### src/rtl/alu_accum_if.sv
// Operand/handshake/result bundle for the bit-serial accumulator ALU.
interface alu_accum_if #(
    parameter int WIDTH  = 8,
    parameter int DIGITS = WIDTH / 4
);
    logic [WIDTH-1:0]    x;
    logic [1:0]          op;
    logic                go;
    logic                busy;
    logic                done;
    logic [WIDTH-1:0]    acc;
    logic                carry;
    logic                ovf;
    logic [7*DIGITS-1:0] hex;

    modport master (output x, op, go, input busy, done, acc, carry, ovf, hex);
    modport slave  (input x, op, go, output busy, done, acc, carry, ovf, hex);
endinterface

### src/rtl/alu_accum.sv
// Bit-serial accumulator ALU: ADD/SUB one bit per clock through a single full adder,
// LOAD/CLEAR in one clock, with an active-low hex display of the accumulator.
module alu_accum #(
    parameter int WIDTH  = 8,
    parameter int DIGITS = WIDTH / 4
) (
    input  logic       clock,
    input  logic       reset,
    alu_accum_if.slave bus
);
    localparam int KW = (WIDTH > 1) ? $clog2(WIDTH) : 1;

    typedef enum logic [1:0] {S_IDLE, S_RUN, S_DONE} state_t;

    localparam logic [1:0] OP_ADD  = 2'b00;
    localparam logic [1:0] OP_SUB  = 2'b01;
    localparam logic [1:0] OP_LOAD = 2'b10;

    state_t              r_state;
    state_t              w_next;
    logic [WIDTH-1:0]    r_acc;
    logic [WIDTH-1:0]    r_b;
    logic [WIDTH-1:0]    r_r;
    logic [KW-1:0]       r_k;
    logic                r_c;
    logic                r_sub;
    logic                r_carry;
    logic                r_ovf;

    logic                w_a_bit;
    logic                w_b_bit;
    logic                w_sum;
    logic                w_cout;
    logic                w_last;
    logic [WIDTH-1:0]    w_res;
    logic [7*DIGITS-1:0] w_hex;

    function automatic logic [6:0] seg7(input logic [3:0] nib);
        logic [6:0] s;
        case (nib)
            4'h0: s = 7'b0000001;
            4'h1: s = 7'b1001111;
            4'h2: s = 7'b0010010;
            4'h3: s = 7'b0000110;
            4'h4: s = 7'b1001100;
            4'h5: s = 7'b0100100;
            4'h6: s = 7'b0100000;
            4'h7: s = 7'b0001111;
            4'h8: s = 7'b0000000;
            4'h9: s = 7'b0000100;
            4'hA: s = 7'b0001000;
            4'hB: s = 7'b1100000;
            4'hC: s = 7'b0110001;
            4'hD: s = 7'b1000010;
            4'hE: s = 7'b0110000;
            default: s = 7'b0111000;
        endcase
        return s;
    endfunction

    // One full-adder slice; subtraction uses the inverted operand with carry-in 1.
    assign w_a_bit = r_acc[r_k];
    assign w_b_bit = r_b[r_k] ^ r_sub;
    assign w_sum   = w_a_bit ^ w_b_bit ^ r_c;
    assign w_cout  = (w_a_bit & w_b_bit) | (w_a_bit & r_c) | (w_b_bit & r_c);
    assign w_last  = (r_k == KW'(WIDTH - 1));
    assign w_res   = r_r | (WIDTH'(w_sum) << r_k);

    always_ff @(posedge clock or posedge reset) begin
        if (reset) r_state <= S_IDLE;
        else       r_state <= w_next;
    end

    always_comb begin
        w_next = r_state;
        case (r_state)
            S_IDLE:  if (bus.go) w_next = bus.op[1] ? S_DONE : S_RUN;
            S_RUN:   if (w_last) w_next = S_DONE;
            S_DONE:  w_next = S_IDLE;
            default: w_next = S_IDLE;
        endcase
    end

    always_ff @(posedge clock or posedge reset) begin
        if (reset) begin
            r_acc   <= '0;
            r_b     <= '0;
            r_r     <= '0;
            r_k     <= '0;
            r_c     <= 1'b0;
            r_sub   <= 1'b0;
            r_carry <= 1'b0;
            r_ovf   <= 1'b0;
        end else begin
            case (r_state)
                S_IDLE: begin
                    if (bus.go) begin
                        r_b   <= bus.x;
                        r_sub <= bus.op[0];
                        case (bus.op)
                            OP_ADD, OP_SUB: begin
                                r_k <= '0;
                                r_c <= bus.op[0];
                                r_r <= '0;
                            end
                            OP_LOAD: begin
                                r_acc   <= bus.x;
                                r_carry <= 1'b0;
                                r_ovf   <= 1'b0;
                            end
                            default: begin
                                r_acc   <= '0;
                                r_carry <= 1'b0;
                                r_ovf   <= 1'b0;
                            end
                        endcase
                    end
                end
                S_RUN: begin
                    r_r <= w_res;
                    r_c <= w_cout;
                    r_k <= r_k + KW'(1);
                    // Last bit commits directly; r_c here is the carry into the MSB.
                    if (w_last) begin
                        r_acc   <= w_res;
                        r_carry <= w_cout;
                        r_ovf   <= r_c ^ w_cout;
                        r_k     <= '0;
                    end
                end
                default: ;
            endcase
        end
    end

    always_comb begin
        w_hex = '0;
        for (int d = 0; d < DIGITS; d++) begin
            w_hex[7*d +: 7] = seg7(r_acc[4*d +: 4]);
        end
    end

    assign bus.busy  = (r_state != S_IDLE);
    assign bus.done  = (r_state == S_DONE);
    assign bus.acc   = r_acc;
    assign bus.carry = r_carry;
    assign bus.ovf   = r_ovf;
    assign bus.hex   = w_hex;
endmodule

### src/flat_wrapper.sv
// flat-port wrapper written by rule: the top's interface ports become plain ports
module alu_accum_flat 
#(
    parameter int WIDTH  = 8,
    parameter int DIGITS = WIDTH / 4
)
  (clock, reset, bus_x, bus_op, bus_go, bus_busy, bus_done, bus_acc, bus_carry, bus_ovf, bus_hex);
  alu_accum_if #(.WIDTH(WIDTH), .DIGITS(DIGITS)) bus_i ();
  input  logic clock;
  input  logic reset;
  input wire logic [$bits(bus_i.x)-1:0] bus_x;
  input wire logic [$bits(bus_i.op)-1:0] bus_op;
  input wire logic [$bits(bus_i.go)-1:0] bus_go;
  output wire logic [$bits(bus_i.busy)-1:0] bus_busy;
  output wire logic [$bits(bus_i.done)-1:0] bus_done;
  output wire logic [$bits(bus_i.acc)-1:0] bus_acc;
  output wire logic [$bits(bus_i.carry)-1:0] bus_carry;
  output wire logic [$bits(bus_i.ovf)-1:0] bus_ovf;
  output wire logic [$bits(bus_i.hex)-1:0] bus_hex;
  assign bus_i.x = bus_x;
  assign bus_i.op = bus_op;
  assign bus_i.go = bus_go;
  assign bus_busy = bus_i.busy;
  assign bus_done = bus_i.done;
  assign bus_acc = bus_i.acc;
  assign bus_carry = bus_i.carry;
  assign bus_ovf = bus_i.ovf;
  assign bus_hex = bus_i.hex;
  alu_accum #(.WIDTH(WIDTH), .DIGITS(DIGITS)) u_core (.clock(clock), .reset(reset), .bus(bus_i));
endmodule
### config.mk
export PLATFORM = sky130hd
export DESIGN_NAME = alu_accum_flat
export DESIGN_NICKNAME = d
export VERILOG_FILES = /design/src/rtl/alu_accum_if.sv /design/src/rtl/alu_accum.sv /design/src/flat_wrapper.sv
export SDC_FILE = /design/constraint.sdc
export NUM_CORES = 1
export LEC_CHECK = 0
export CORE_MARGIN = 10
export CORE_UTILIZATION = 45
export CTS_CLUSTER_DIAMETER = 30
export CTS_CLUSTER_SIZE = 40
export DETAILED_ROUTE_END_ITERATION = 7
export PLACE_DENSITY = 0.76
export SETUP_SLACK_MARGIN = 0.15
export SLEW_MARGIN = 10
export SYNTH_ARGS = -nofsm -noshare
export SYNTH_HDL_FRONTEND = slang
export SYNTH_SLANG_ARGS = --single-unit
export TNS_END_PERCENT = 30
### constraint.sdc
create_clock -name clock -period 3.7 [get_ports clock]
set_input_delay 0.555 -clock clock [delete_from_list [all_inputs] [get_ports clock]]
set_output_delay 0.555 -clock clock [all_outputs]
set_load 0.01 [all_outputs]
==> results.py <==
metrics = {
    "floorplan": {
        "die-width_um": 88.7,
        "dieArea_um2": 7860,
        "initial_core_util": 0.474,
        "core_area_um2": 4470,
        "pin_count": 39,
        "die_h_um": 88.7,
        "rows": 24,
    },
    "place": {
        "place_congestion": 0.784,
        "placed_area_um2": 2510,
        "dpl_worst_slack_ns": 0.726,
        "place.detailed.hpwl_um": 3370,
        "dpl.cell_count": 299,
        "port_buffers": 38,
    },
    "critical_path": {
        "cp_top_family": "multiplexers",
        "crit_arrival_ns": 3.18,
        "worstSetupEndpointType": "register",
        "r2r_start": "u_core.r_k[0]",
        "crit_type": "register to register",
        "path_max_fanout": 14,
        "crit_slowest_cell": "dfrtp_1",
        "cp-start-kind": "register",
        "cp_num_buf_inv": 0,
        "critPathLaunch": "u_core.r_k[0]",
        "slowest_delay_ns": 0.66,
        "critPathRequiredTime_ns": 3.90,
        "path_cells": "mux4_1 -> mux2i_1 -> xor2_1 -> fa_1 -> nor4bb_1 -> o21ai_0 -> a31oi_1",
    },
    "synthesis": {
        "avgSynthCellArea_um2": 9.65,
        "synth_warnings": 0,
        "syn_nets": 248,
        "syn_area_um2": 2120,
        "ys_ff_latch": 33,
        "ys.flop_type": "dfrtp_1",
        "syn_inst": 220,
        "ys_async_sr_fraction": 1.00,
        "synth_edf_count": 0,
        "yosysUniqueCellTypes": 41,
        "seq_area_frac_synth": 0.389,
    },
    "final_layout": {
        "final_util": 0.581,
        "syn_to_final_growth_pct": 22.5,
        "final_common_cell": "nand2_1",
        "mostFrequentLayoutCells": "nand2_1 (40), clkdlybuf4s50_1 (38), dfrtp_1 (33)",
        "antennaDiodeCount": 0,
        "drive_gt1_frac": 0.0630,
        "fillers": 402,
        "stdcell_count": 306,
        "final_net_count": 282,
        "final_area_um2": 2600,
    },
    "timing": {
        "fin_crit_ns": 2.98,
        "setup_tns_ns": 0,
        "slew_viol_final": 0,
        "setup_slack_ns": 0.720,
        "post-route-period-util": 0.805,
        "hold_viol": 0,
        "tightest_slew_ns": 0.571,
        "whs_ns": 0.484,
        "max_freq_ghz": 0.336,
        "fin_skew_ns": 0.00277,
        "slew_headroom": 0.619,
        "setup_viol": 0,
        "rsz0062_at_grt": "false",
    },
    "clock_tree": {
        "root_buffer": "clkbuf_8",
        "clk_pin_slew_ns": 0.06,
        "cts_tree": "done",
        "h-tree-depth": 2,
        "insertion_delay_ns": 0.28,
        "cts_hold_buf": 0,
        "cts_resized": 0,
        "cts.sinks": 33,
        "clockBufferDepth": 2,
        "post_cts.repair.setup_buffers": 0,
        "numCtsBuffers": 5,
    },
    "power": {
        "power_density_nw_per_um2": 1010,
        "peakVddDrop_mv": 0.579,
        "total_power_mw": 2.61,
        "p_leak_nw": 1.14,
    },
    "grt": {
        "grt_pass1_wl_um": 7460,
        "grt_overflow_total": 0,
        "antenna_found_initial": 0,
        "first_global_vias": 1604,
        "grt_use_total": 0.117,
        "grt_max_degree": 34,
    },
    "hold_path": {
        "hold_start": "u_core.r_r[4]",
        "holdCritPathClass": "register to register",
    },
    "route": {
        "drt_pass1_iterations": 4,
        "via_per_inst": 5.47,
        "vias": 1675,
        "ant_nets": 0,
        "drt-initial-drc-count": 136,
        "wirelength_um": 4520,
        "drcViolationCount": 0,
        "wl_per_cell_um": 14.8,
    },
    "outcome": {
        "outcome": "finished clean",
    },
    "flow_run": {
        "maxCapViolations": 0,
    },
}
[cell type report]
cell class	instances	area, um2	share of cell area
flip-flops and latches	33	826	0.318
repair buffers	41	403	0.155
well taps	52	65.1	0.0250
multi-input cells	164	1180	0.456
clock buffers	7	86.3	0.0332
inverters	9	33.8	0.0130
[Yosys cell counts, drive strengths merged (6+ instances only)]
master   n  share of area
nand2   40          0.071
a21oi    6          0.014
ha      14          0.083
a31oi    8          0.024
dfrtp   33           0.39
o21ai   22          0.052
mux2i    8          0.038
mux2    11          0.058
inv      8          0.014
buf     10          0.029
nor2    17          0.034
[sequential cells by signal, indices dropped and copies added (netlist names)]
register,cells
u_core.r_c,1
u_core.r_b,8
u_core.bus.acc,8
u_core.r_r,8
u_core.bus.ovf,1
u_core.r_state,2
u_core.r_k,3
u_core.r_sub,1
u_core.bus.carry,1
[report_power, final]
group | total (mW) | internal [mW] | switching (mW)
clock network | 0.265 | 0.147 | 0.117
logic | 1.54 | 0.837 | 0.705
registers | 0.806 | 0.525 | 0.281
[path summary, 6_finish.rpt]
| check | end | slack, ns | cells after the start |
|---|---|---|---|
| worst max-delay path | u_core.bus.acc[5] | 0.72 | 7 |
| worst min-delay path | u_core.r_r[4] | 0.48 | 2 |
| worst max register to register | u_core.bus.acc[5] | 0.72 | 7 |
| worst min register to register | u_core.r_r[4] | 0.48 | 2 |
| max in group asynchronous | u_core.r_k[2] | 2.75 | 3 |
| min in group asynchronous | u_core.r_b[1] | 0.66 | 3 |
[logic make-up (layout without fill, tap and decap cells)]
logic type | Yosys count | after routing | synth area share
AND/OR/NAND/NOR | 80 | 80 | 0.189
AO/OA/AOI/OAI | 43 | 43 | 0.116
flip-flops | 33 | 33 | 0.389
multiplexers | 24 | 24 | 0.153
buffers and inverters | 23 | 57 | 0.0525
adder cells (fa/ha/maj) | 15 | 15 | 0.0920
XOR/XNOR | 2 | 2 | 0.00826
[worst register-to-register path, delay by kind of cell, from the launching register on]
| family | cells | cell delay [ns] |
|---|---|---|
| multiplexers | 2 | 0.82 |
| flip-flops | 1 | 0.66 |
| adder cells (fa/ha/maj) | 1 | 0.56 |
| AO/OA/AOI/OAI | 2 | 0.33 |
| AND/OR/NAND/NOR | 1 | 0.32 |
| XOR/XNOR | 1 | 0.21 |
[per-layer routing]
metal	track usage	wire length, um	up-vias
li1	-	-	826
met1	0.149	2160	806
met2	0.186	2080	38
met3	0.0313	222	5
met4	0.0441	55	0
met5	0	0	-
Note: power is estimated with default switching activity, not from simulation.
